File: config.mk
export PLATFORM = sky130hd
export DESIGN_NAME = multicycle_ctrl
export DESIGN_NICKNAME = d
export VERILOG_FILES = /design/src/rtl/multicycle_ctrl.sv
export SDC_FILE = /design/constraint.sdc
export NUM_CORES = 1
export LEC_CHECK = 0
export ABC_AREA = 1
export BUFFER_PORTS_ARGS = -buffer_cell sky130_fd_sc_hd__buf_4
export CORE_ASPECT_RATIO = 0.75
export CORE_MARGIN = 2
export CORE_UTILIZATION = 39
export CTS_BUF_LIST = sky130_fd_sc_hd__clkbuf_4 sky130_fd_sc_hd__clkbuf_8
export DETAILED_ROUTE_END_ITERATION = 16
export HOLD_SLACK_MARGIN = 0.15
export PLACE_DENSITY = 0.64
export SKIP_CTS_REPAIR_TIMING = 1
export SYNTH_ARGS = -nofsm -noshare
export SYNTH_HDL_FRONTEND = slang
export SYNTH_SLANG_ARGS = --single-unit
export TNS_END_PERCENT = 20
File: constraint.sdc
create_clock -name clk -period 6.7 [get_ports clk]
set_input_delay 0.335 -clock clk [delete_from_list [all_inputs] [get_ports clk]]
set_output_delay 0.335 -clock clk [all_outputs]
set_load 0.03 [all_outputs]
File: src/rtl/multicycle_ctrl.sv
// Multicycle controller: sequences FETCH/DECODE/EXEC/MEM/WB for a small
// 4-register ISA, owning PC, IR, A, B, ALUOut and MDR. The register bank,
// ALU and memories are external and reached through the ports below.
module multicycle_ctrl #(
  parameter logic [31:0] RESET_PC = 32'h0000_0000,
  parameter logic [3:0]  ALU_ADD  = 4'd0,
  parameter logic [3:0]  ALU_SUB  = 4'd1
) (
  input  logic        clk,
  input  logic        rst_n,
  input  logic        start,
  output logic        busy,
  output logic        halted,
  output logic        illegal,
  output logic [31:0] pc,
  input  logic [31:0] instr,
  output logic [31:0] mem_addr,
  output logic [31:0] mem_wdata,
  input  logic [31:0] mem_rdata,
  output logic        mem_en,
  output logic        mem_rw,
  output logic        reg_we,
  output logic [1:0]  reg_wsel,
  output logic [31:0] reg_wdata,
  output logic [1:0]  src1,
  output logic [1:0]  src2,
  input  logic [31:0] rdata1,
  input  logic [31:0] rdata2,
  output logic [31:0] alu_a,
  output logic [31:0] alu_b,
  output logic [3:0]  alu_op,
  input  logic [31:0] alu_result
);

  typedef enum logic [2:0] {IDLE, FETCH, DECODE, EXEC, MEM, WB, HALT} state_t;

  typedef enum logic [3:0] {
    OP_RTYPE = 4'h0,
    OP_ADDI  = 4'h1,
    OP_LW    = 4'h2,
    OP_SW    = 4'h3,
    OP_BEQ   = 4'h4,
    OP_HALT  = 4'hF
  } opcode_t;

  state_t      state, state_nxt;
  logic [31:0] pc_q, ir, a_q, b_q, alu_out, mdr;
  logic        illegal_q;

  logic [3:0]  opcode;
  logic [1:0]  rd, rs, rt;
  logic [3:0]  funct;
  logic [31:0] simm;
  logic        is_legal;

  assign opcode   = ir[31:28];
  assign rd       = ir[27:26];
  assign rs       = ir[25:24];
  assign rt       = ir[23:22];
  assign funct    = ir[3:0];
  assign simm     = {{16{ir[15]}}, ir[15:0]};
  assign is_legal = (opcode == OP_RTYPE) || (opcode == OP_ADDI) || (opcode == OP_LW) ||
                    (opcode == OP_SW) || (opcode == OP_BEQ) || (opcode == OP_HALT);

  // State register
  always_ff @(posedge clk or negedge rst_n) begin
    if (!rst_n) state <= IDLE;
    else        state <= state_nxt;
  end

  // Architectural/datapath registers updated at the end of each phase
  always_ff @(posedge clk or negedge rst_n) begin
    if (!rst_n) begin
      pc_q      <= RESET_PC;
      ir        <= '0;
      a_q       <= '0;
      b_q       <= '0;
      alu_out   <= '0;
      mdr       <= '0;
      illegal_q <= 1'b0;
    end else begin
      case (state)
        IDLE, HALT: begin
          if (start) begin
            pc_q      <= RESET_PC;
            illegal_q <= 1'b0;
          end
        end
        FETCH: begin
          ir   <= instr;
          pc_q <= pc_q + 32'd4;
        end
        DECODE: begin
          a_q <= rdata1;
          b_q <= rdata2;
          if (!is_legal) illegal_q <= 1'b1;
        end
        EXEC: begin
          alu_out <= alu_result;
          // pc_q already holds branch address + 4 here
          if (opcode == OP_BEQ && alu_result == '0)
            pc_q <= pc_q + {simm[29:0], 2'b00};
        end
        MEM: begin
          if (opcode == OP_LW) mdr <= mem_rdata;
        end
        default: ;
      endcase
    end
  end

  // Next-state and per-phase output strobes
  always_comb begin
    state_nxt = state;
    mem_addr  = '0;
    mem_wdata = '0;
    mem_en    = 1'b0;
    mem_rw    = 1'b0;
    reg_we    = 1'b0;
    reg_wsel  = '0;
    reg_wdata = '0;
    src1      = '0;
    src2      = '0;
    alu_a     = '0;
    alu_b     = '0;
    alu_op    = '0;
    case (state)
      IDLE, HALT: begin
        if (start) state_nxt = FETCH;
      end
      FETCH: state_nxt = DECODE;
      DECODE: begin
        src1 = rs;
        src2 = rt;
        if (opcode == OP_HALT || !is_legal) state_nxt = HALT;
        else                                state_nxt = EXEC;
      end
      EXEC: begin
        alu_a = a_q;
        if (opcode == OP_RTYPE || opcode == OP_BEQ) alu_b = b_q;
        else                                        alu_b = simm;
        if (opcode == OP_RTYPE)    alu_op = funct;
        else if (opcode == OP_BEQ) alu_op = ALU_SUB;
        else                       alu_op = ALU_ADD;
        if (opcode == OP_RTYPE || opcode == OP_ADDI)   state_nxt = WB;
        else if (opcode == OP_LW || opcode == OP_SW)   state_nxt = MEM;
        else                                           state_nxt = FETCH;
      end
      MEM: begin
        mem_en   = 1'b1;
        mem_addr = alu_out;
        if (opcode == OP_SW) begin
          mem_rw    = 1'b1;
          mem_wdata = b_q;
          state_nxt = FETCH;
        end else begin
          state_nxt = WB;
        end
      end
      WB: begin
        reg_we    = 1'b1;
        reg_wsel  = rd;
        reg_wdata = (opcode == OP_LW) ? mdr : alu_out;
        state_nxt = FETCH;
      end
      default: state_nxt = IDLE;
    endcase
  end

  assign pc      = pc_q;
  assign busy    = state inside {FETCH, DECODE, EXEC, MEM, WB};
  assign halted  = (state == HALT);
  assign illegal = illegal_q;

endmodule

==> results of run 1 <==
power by group through the flow:
| stage | Clock (mW) | Combinational, mW | Sequential (mW) |
|---|---|---|---|
| 2_1_floorplan | 0 | 1.66 | 1.94 |
| 3_3_place_gp | 0 | 2.54 | 1.92 |
| 3_5_place_dp | 0 | 2.58 | 1.93 |
| 4_1_cts | 0.818 | 2.59 | 1.91 |
| 5_1_grt | 0.868 | 2.95 | 1.97 |
| 6_report | 0.796 | 2.68 | 1.91 |
path summary, 6_finish.rpt:
check                       endpoint  slack [ns]  cells past startpoint
setup / recovery           alu_b[17]        3.11                      6
hold / removal                 pc[9]        0.37                      2
setup reg to reg              pc[26]        3.22                     19
hold reg to reg              b_q[13]        0.51                      2
max in group asynchronous     ir[24]        5.03                      3
min in group clk             b_q[13]        0.51                      2
state kept, by name, indices dropped and copies added (netlist names):
register / cells
a_q: 32
alu_out: 32
b_q: 32
illegal: 1
ir: 26
mdr: 32
pc: 30
state: 3
logic make-up after synthesis:
group | Yosys count
simple gates | 638
other cells | 1
fa+ha+maj | 17
xor+xnor | 13
compound gates | 283
flops | 188
buf+inv | 252
mux | 32
per-stage QoR:
step	cells	total power, mW
finish	2260	5.39
global route	2260	5.80
CTS	2103	5.32
detailed placement	2071	4.52
global placement	2071	4.46
floorplan	1425	3.60
placed cells by master, fill, tap and decap left out, types with 2 or more instances in the layout:
cell and count:
or2_2 2, nand2_1 358, o21bai_1 2, inv_6 4
nor4_1 2, inv_1 171, clkinv_4 2, clkbuf_8 20
conb_1 2, inv_2 10, o22ai_1 3, mux2_1 2
nand2_2 2, o21ai_0 184, nor2_1 187, xor2_1 6
ha_1 16, nor3_1 6, nand3_1 60, a21oi_1 61
buf_4 371, a31oi_1 4, o21ai_1 13, dfrtp_1 188
mux2_2 30, dlygate4sd3_1 156, clkinvlp_4 2, nor2_4 4
a41oi_1 9, nor2_2 4, nand4_1 8, xnor2_1 7
inv_8 3
cell usage after synthesis (4+ instances only):
cell      count
ha_1         16
a31oi_1       4
nand4_1       8
a41oi_1       9
nor3_1        7
xor2_1        6
a21oi_1      61
o21ai_1      13
mux2_2       30
inv_1       171
buf_2        17
nor2_2        4
nand3_1      60
nor2_1      190
o21ai_0     184
xnor2_1       7
dfrtp_1     188
nand2_1     358
clkbuf_1     46
inv_2        10
metal layers:
| layer | part of all wire [%] | GRT usage (%) |
|---|---|---|
| met3 | 6.5 | 6.20 |
| met2 | 48 | 39.6 |
| met5 | 0 | 0 |
| met4 | 1.4 | 7.33 |
| met1 | 44 | 35.2 |
final cells by class:
class	instances	area (um2)
timing repair buffer	528	4360
multi-input combinational	985	4760
antenna	1	2.50
clock inverter	13	148
sequential	188	4700
fill	2375	10700
inverter	182	683
tap	344	430
clock buffer	19	262
worst register-to-register path: cells and delay by family, from the launching register on:
family	cells	cell delay, ns
buffers and inverters	3	0.93
flip-flops	1	0.48
adder cells (fa/ha/maj)	2	0.45
XOR/XNOR	1	0.15
AND/OR/NAND/NOR	13	1.38
==> impl_metrics.csv, run 1 <==
group,metric,value,unit
power,power.internal,2.85,mW
power,power.density,351,mW/mm2
worst_setup_path,worst-path-max-fanout,101,
yosys,synth_top_area_share,45.1,%
floorplanning,ioPinCount,371,
clocking,cts_tree,"yes",
detailed_routing,wl,37.5,mm
yosys,synth_area_leaders,"dfrtp_1 (45%), nand2_1 (13%), o21ai_0 (8.8%), nor2_1 (6.8%), inv_1 (6.2%)",
yosys,synth_area,0.0104,mm2
yosys,async_reset_ff_share,100,%
yosys,ys_seq_area_share,45.1,%
global_routing,grt_max_degree,120,
placement,place.gp.congestion,0.903,
timing,fin_crit,3.59,ns
timing,fin_worst_skew,0.0190,ns
timing,period_share,53.6,%
clocking,clk_pin_slew,0.11,ns
worst_setup_path,crit_family,"buffers and inverters",
timing,hold_viol_final,0,
power,switching_share,47.1,%
floorplanning,die_w,193,um
yosys,synth_top_family_by_area,"simple AND/OR/NAND/NOR gates",
finish,area_growth,47.3,%
yosys,synth_adder_area_share,2.11,%
global_routing,antenna_found_initial,1,
timing,maxSlewViolCount,0,
worst_setup_path,max_stage_delay,0.77,ns
worst_setup_path,path_cells,"nand2_1, nor2_4, buf_4, nand2_1, o21ai_0, buf_4",
yosys,synth_enable_flop_cells,0,
yosys,yosys.area_share.simple,24.4,%
clocking,insertion_delay,0.48,ns
worst_setup_path,worstSetupPathType,"reg -> out",
timing,worst_slack,3.11,ns
floorplanning,core-area,0.0261,mm2
worst_setup_path,startpoint_type,"register",
detailed_routing,drc,0,
detailed_routing,antenna_left,0,
yosys,synth_cell_types,44,
finish,postLayoutCoreUtil,58.8,%
finish,drive_gt1_share,23.9,%
finish,final_area,0.0154,mm2
placement,dpl_cell_area,0.0134,mm2
worst_setup_path,cp.arrival,3.26,ns
floorplanning,num_rows,51,
yosys,synthMuxAreaShare,3.46,%
timing,max_freq,278,MHz
timing,setup_violations,0,
floorplanning,start_util,39.9,%
timing,holdWs,0.366,ns
detailed_routing,drt_iter0_drc,665,
detailed_routing,firstDrtPassIters,5,
worst_setup_path,crit_buf_inv,2,
power,comb_power_share,49.7,%
yosys,synth_top_cell_by_area,"dfrtp_1",
power,clkPwrFrac,14.8,%
global_routing,grt_pass1_vias,9771,
timing,rsz0062_at_grt,"false",
placement,pre_cts_ws,3.27,ns
yosys,synth_compound_area_share,14.3,%
worst_setup_path,r2r_start,"state[1]",
floorplanning,fp.dieH,146,um
floorplanning,dieArea,0.0281,mm2
timing,finalSetupTns,0,ns
power,netSwitchingPower,2.54,mW
timing,worstMarginPinSlew,1.08,ns
power,p_leak,7.67,nW
clocking,cts_buffer_depth,2,
yosys,synth_seq_cells,188,
worst_setup_path,crit_start,"state[1]",
yosys,ys.flop_type,"dfrtp_1",
yosys,netlist_instances,1424,
run_status,status,"finished, final reports clean",
worst_setup_path,critPathCaptureType,"primary output",
worst_hold_path,worstHoldPathType,"in -> async",
clocking,cts.htree.levels,4,
detailed_routing,wl_per_cell,16.6,um
worst_setup_path,cp_slowest_cell,"buf_4",
clocking,cts_sinks,188,
worst_setup_path,cp.required,6.36,ns
yosys,syn_avg_cell_area,7.32,um2
detailed_routing,via_per_inst,4.95,
job,maxCapViolCount,0,
global_routing,grt-ovfl-total,0,
power,pwr-share-seq,35.5,%
timing,relSlewSlack,28.2,%
placement,dp_hpwl,26.8,mm
detailed_routing,vias,11200,
global_routing,track_usage,25.5,%
power,vdd_drop_max,0.260,mV
clocking,cts_made_buffers,17,
clocking,cts-root-buf,"clkbuf_8",
finish,nNetsFinal,2082,
yosys,synth-xor-area-share,1.09,%
placement,io_buffers,362,
yosys,yosysWarnings,0,
global_routing,grt_pass1_wl,55.2,mm
(Power assumes the default switching activity.)
==> run 2, diff against run 1 <==
--- a/config.mk
+++ b/config.mk
@@ -13,7 +13,7 @@
 export CTS_BUF_LIST = sky130_fd_sc_hd__clkbuf_4 sky130_fd_sc_hd__clkbuf_8
 export DETAILED_ROUTE_END_ITERATION = 16
 export HOLD_SLACK_MARGIN = 0.15
-export PLACE_DENSITY = 0.64
+export PLACE_DENSITY = 0.67
 export SKIP_CTS_REPAIR_TIMING = 1
 export SYNTH_ARGS = -nofsm -noshare
 export SYNTH_HDL_FRONTEND = slang
==> constraint.sdc (replaced) <==
create_clock -name clk -period 2.9 [get_ports clk]
set_input_delay 0.145 -clock clk [delete_from_list [all_inputs] [get_ports clk]]
set_output_delay 0.145 -clock clk [all_outputs]
set_load 0.03 [all_outputs]
==> run 2 against run 1 <==
Worst hold slack got worse by 0.12 ns. Clock skew fell by 0.0071 ns. Power rose by 130%. Wire length rose by 1.3%. Setup slack got worse by 2.9 ns. Via count rose by 1.3%. Global-route usage rose by 0.32 points. Sequential share of layout area fell by 0.34 points. Critical endpoint is now reg_wdata[13]. Largest cell class unchanged.
==> impl_metrics.csv, run 2 (synthesized netlist as in run 1, its figures left out) <==
group,metric,value,unit
worst_hold_path,worstHoldPathType,"in -> async",
worst_setup_path,startpoint_type,"register",
clocking,cts_buffer_depth,2,
finish,multi_input_area,0.00478,mm2
timing,period_share,93.0,%
clocking,cts_sinks,188,
worst_setup_path,r2r-end,"pc[26]",
finish,nNetsFinal,2104,
timing,worst_slack,0.202,ns
timing,fin_worst_skew,0.0120,ns
worst_setup_path,worst-path-max-fanout,64,
detailed_routing,via_per_inst,4.96,
global_routing,grt_pass1_wl,56.0,mm
worst_setup_path,rr_worst_depth,19,
power,clkPwrFrac,13.8,%
finish,seq_area,0.00470,mm2
global_routing,grt_pass1_vias,10100,
worst_setup_path,worstSetupPathType,"reg -> out",
floorplanning,dieArea,0.0281,mm2
detailed_routing,vias,11300,
power,p_leak,7.76,nW
clocking,cts_tree,"yes",
global_routing,grt-ovfl-total,0,
placement,pre_cts_ws,0.220,ns
detailed_routing,wl,38.0,mm
clocking,cts-root-buf,"clkbuf_8",
job,maxCapViolCount,0,
finish,fillers,2346,
detailed_routing,wl_per_cell,16.6,um
worst_setup_path,cp.required,2.76,ns
finish,layout.cells.most_common,"buf_4",
worst_setup_path,ff2ff_setup_slack,0.23,ns
floorplanning,start_util,39.9,%
timing,maxSlewViolCount,0,
power,power.density,807,mW/mm2
power,pwr-share-seq,34.9,%
finish,area_growth,49.0,%
placement,io_buffers,362,
power,vdd_drop_max,0.412,mV
timing,hold_viol_final,0,
detailed_routing,firstDrtPassIters,6,
floorplanning,fp.dieH,146,um
floorplanning,num_rows,51,
power,comb_power_share,51.3,%
timing,fin_crit,2.70,ns
finish,drive_gt1_share,25.0,%
timing,worstMarginPinSlew,0.792,ns
power,switching_share,47.6,%
finish,final_cell_mix,"buf_4 (390), nand2_1 (357), dfrtp_1 (188), nor2_1 (185), o21ai_0 (184)",
worst_setup_path,r2r_start,"state[1]",
timing,rsz0062_at_grt,"true",
timing,holdWs,0.242,ns
floorplanning,ioPinCount,371,
global_routing,grt_max_degree,90,
worst_setup_path,critPathCaptureType,"primary output",
floorplanning,core-area,0.0261,mm2
global_routing,track_usage,25.8,%
global_routing,antenna_found_initial,1,
timing,relSlewSlack,47.2,%
power,power.internal,6.56,mW
finish,postLayoutCoreUtil,59.5,%
clocking,cts_made_buffers,17,
detailed_routing,drc,0,
floorplanning,die_w,193,um
clocking,clk_pin_slew,0.11,ns
detailed_routing,drt_iter0_drc,869,
clocking,cts.htree.levels,4,
clocking,insertion_delay,0.49,ns
detailed_routing,antenna_left,0,
timing,max_freq,371,MHz
run_status,status,"finished, final reports clean",
placement,dp_hpwl,27.3,mm
power,netSwitchingPower,5.97,mW
worst_setup_path,cp.arrival,2.55,ns
placement,place.gp.congestion,0.885,
timing,setup_violations,0,
-- run 2: cell types whose count changed in the layout (fill, tap and decap cells not counted), sizes merged --
cell      delta
buf         +21
clkinvlp     +4
inv          -2
bufinv       -1
clkbuf       -1
clkinv       +1
-- run 2: layout make-up --
class                   count  share of cell area [%]
multi-input cells         985                    30.8
flip-flops and latches    188                    30.3
repair buffers            549                    29.2
inverters                 182                    4.44
well taps                 344                    2.77
clock buffers              18                    1.56
clock inverters            14                   0.846
repair inverters            1                  0.0484
diodes                      1                  0.0161
-- run 2: per-layer routing --
| layer | up-vias | track usage [%] | wire [um] |
|---|---|---|---|
| li1 | 5514 | - | - |
| met1 | 5393 | 36.1 | 16800 |
| met2 | 383 | 40.3 | 18200 |
| met3 | 33 | 5.86 | 2520 |
| met4 | 0 | 6.72 | 453 |
| met5 | - | 0 | 0 |
-- run 2: through the flow --
step / std cells / cell area, um2 / power (mW) / setup TNS (ns)
floorplan: 1425 / 10400 / 8.32 / 0
global placement: 2089 / 13500 / 10.5 / 0
global route: 2282 / 15500 / 13.5 / -0.0573
finish: 2282 / 15500 / 12.5 / 0
CTS: 2121 / 13900 / 12.3 / -2.15
detailed placement: 2089 / 13500 / 10.6 / 0
-- run 2: how the worst max path moves through the flow --
stage | startpoint | endpoint | slack [ns] | depth (start not counted)
2_1_floorplan | state[0] | pc[27] | 0.11 | 19
3_3_place_gp | state[1] | pc[30] | 0.23 | 19
3_5_place_dp | state[1] | pc[30] | 0.22 | 19
4_1_cts | state[2] | mem_wdata[2] | -0.13 | 9
5_1_grt | state[0] | pc[26] | -0.05 | 18
6_report | ir[31] | reg_wdata[13] | 0.20 | 8
-- run 2: critical path: stages, from the launching register on --
cell      delay (ns)
dfrtp_1         0.42
nor2_1          0.24
nand2_1         0.12
nor2_1          0.15
clkinv_1        0.07
buf_4           0.31
o21ai_0         0.44
a21oi_1         0.08
buf_4           0.19
-- run 2: power by group through the flow --
stage / clock network, mW / registers, mW / logic, mW
2_1_floorplan: 0 / 4.49 / 3.84
3_3_place_gp: 0 / 4.37 / 6.09
3_5_place_dp: 0 / 4.41 / 6.19
4_1_cts: 1.76 / 4.36 / 6.20
5_1_grt: 1.86 / 4.51 / 7.08
6_report: 1.73 / 4.37 / 6.43
==> run 3, diff against run 2 <==
--- a/config.mk
+++ b/config.mk
@@ -13,6 +13,7 @@
 export CTS_BUF_LIST = sky130_fd_sc_hd__clkbuf_4 sky130_fd_sc_hd__clkbuf_8
 export DETAILED_ROUTE_END_ITERATION = 16
 export HOLD_SLACK_MARGIN = 0.15
+export MAX_ROUTING_LAYER = met4
 export PLACE_DENSITY = 0.67
 export SKIP_CTS_REPAIR_TIMING = 1
 export SYNTH_ARGS = -nofsm -noshare
==> run 3 against run 2 <==
Register-to-register slack improved by 0.02 ns. First-iteration DRC count fell by 23%. Utilization rose by 0.15 points.
==> impl_metrics.csv, run 3 (synthesized netlist as in run 1, its figures left out) <==
group,metric,value,unit
worst_setup_path,crit_buf_inv,5,
power,switching_share,47.1,%
worst_setup_path,cp.required,2.76,ns
clocking,cts.htree.levels,4,
detailed_routing,wl,38.0,mm
finish,final_cell_mix,"buf_4 (390), nand2_1 (356), dfrtp_1 (188), nor2_1 (185), o21ai_0 (184)",
finish,fillers,2349,
clocking,cts_tree,"yes",
global_routing,grt_pass1_wl,55.5,mm
worst_hold_path,worstHoldPathType,"in -> async",
power,power.density,811,mW/mm2
placement,dp_hpwl,27.6,mm
global_routing,grt_pass1_vias,10100,
timing,max_freq,361,MHz
finish,nNetsFinal,2104,
timing,maxSlewViolCount,0,
clocking,insertion_delay,0.49,ns
detailed_routing,via_per_inst,4.96,
power,clkPwrFrac,14.4,%
power,comb_power_share,50.9,%
detailed_routing,drc,0,
clocking,cts_sinks,188,
placement,pre_cts_ws,0.183,ns
power,pwr-share-seq,34.7,%
power,netSwitchingPower,5.94,mW
finish,final_cells,2284,
job,maxCapViolCount,0,
clocking,cts_made_buffers,17,
floorplanning,num_rows,51,
power,power.internal,6.68,mW
power,p_leak,7.79,nW
timing,fin_worst_skew,0.0201,ns
placement,io_buffers,362,
power,vdd_drop_max,0.450,mV
clocking,cts-root-buf,"clkbuf_8",
floorplanning,core-area,0.0261,mm2
floorplanning,fp.dieH,146,um
worst_setup_path,max_stage_delay,0.41,ns
floorplanning,dieArea,0.0281,mm2
timing,worstMarginPinSlew,0.637,ns
floorplanning,die_w,193,um
global_routing,grt_max_degree,87,
timing,fin_crit,2.77,ns
floorplanning,start_util,39.9,%
worst_setup_path,worstSetupPathType,"reg -> out",
detailed_routing,firstDrtPassIters,5,
detailed_routing,wl_per_cell,16.6,um
worst_setup_path,path_cells,"buf_4, inv_2, or2_2, nor2_2, inv_4, nor2_4, clkinvlp_4, nor2_1, buf_4",
floorplanning,ioPinCount,371,
worst_setup_path,crit_path_frequent_cell,"buf_4",
worst_setup_path,startpoint_type,"register",
finish,layout.cells.most_common,"buf_4",
clocking,clk_pin_slew,0.10,ns
detailed_routing,drt_iter0_drc,667,
worst_setup_path,crit_family,"simple AND/OR/NAND/NOR gates",
power,power,12.6,mW
timing,rsz0062_at_grt,"true",
worst_setup_path,worst-path-max-fanout,24,
timing,setup_violations,0,
timing,holdWs,0.232,ns
global_routing,track_usage,26.4,%
run_status,status,"finished, final reports clean",
detailed_routing,antenna_left,0,
finish,drive_gt1_share,25.2,%
global_routing,antenna_found_initial,3,
worst_setup_path,cp_slowest_cell,"dfrtp_1",
clocking,cts_buffer_depth,2,
timing,period_share,95.5,%
finish,postLayoutCoreUtil,59.6,%
placement,place.gp.congestion,0.899,
timing,worst_slack,0.131,ns
detailed_routing,vias,11300,
worst_setup_path,cp.arrival,2.62,ns
worst_setup_path,critPathCaptureType,"primary output",
global_routing,grt-ovfl-total,0,
placement,dp_cells,2089,
timing,relSlewSlack,57.5,%
timing,hold_viol_final,0,
finish,area_growth,49.3,%
-- run 3: worst reg2reg max path: cells and delay by family, from the launching register on --
family | cells | cell delay [ns]
and+or+nand+nor | 15 | 1.34
DFF | 1 | 0.39
buffers and inverters | 3 | 0.45
adders and majority gates | 1 | 0.36
-- run 3: path summary, 6_finish.rpt --
check,end,startpoint,cells after the start,slack (ns)
worst min-delay path,pc[11],rst_n,2,0.23
worst min register to register,mdr[2],mdr[2],1,0.50
max in group asynchronous,a_q[28],rst_n,3,1.77
worst max-delay path,mem_wdata[16],state[2],9,0.13
min in group clk,b_q[6],rdata2[6],4,0.39
worst max register to register,pc[29],state[1],19,0.25
-- run 3: stage by stage --
step / cell area, um2 / TNS [ns]
floorplan: 10400 / 0
global placement: 13500 / 0
detailed placement: 13500 / 0
CTS: 13900 / -1.86
global route: 15600 / -0.0683
finish: 15600 / 0
-- run 3: layout make-up --
class / count / area [um2] / share of cell area (%)
Inverter: 182 / 689 / 4.43
Timing Repair inverter: 1 / 7.51 / 0.0482
Clock inverter: 13 / 149 / 0.957
Clock buffer: 19 / 255 / 1.64
Sequential cell: 188 / 4700 / 30.2
Timing Repair Buffer: 549 / 4530 / 29.1
Antenna cell: 3 / 7.51 / 0.0482
Multi-Input combinational cell: 985 / 4790 / 30.8
Tap cell: 344 / 430 / 2.77
-- run 3: power groups by stage --
stage	Combinational [mW]	Sequential (mW)	Clock, mW
after floorplan	3.84	4.49	0
after CTS	6.21	4.36	1.87
final	6.43	4.38	1.82
after global routing	7.06	4.51	1.97
after global placement	6.09	4.37	0
after detailed placement	6.20	4.41	0
-- run 3: per-layer routing --
metal | global-route usage (%) | share of wire [%]
met4 | 6.98 | 2.0
met2 | 40.3 | 48
met5 | - | 0
met3 | 5.11 | 5.9
met1 | 36.0 | 44
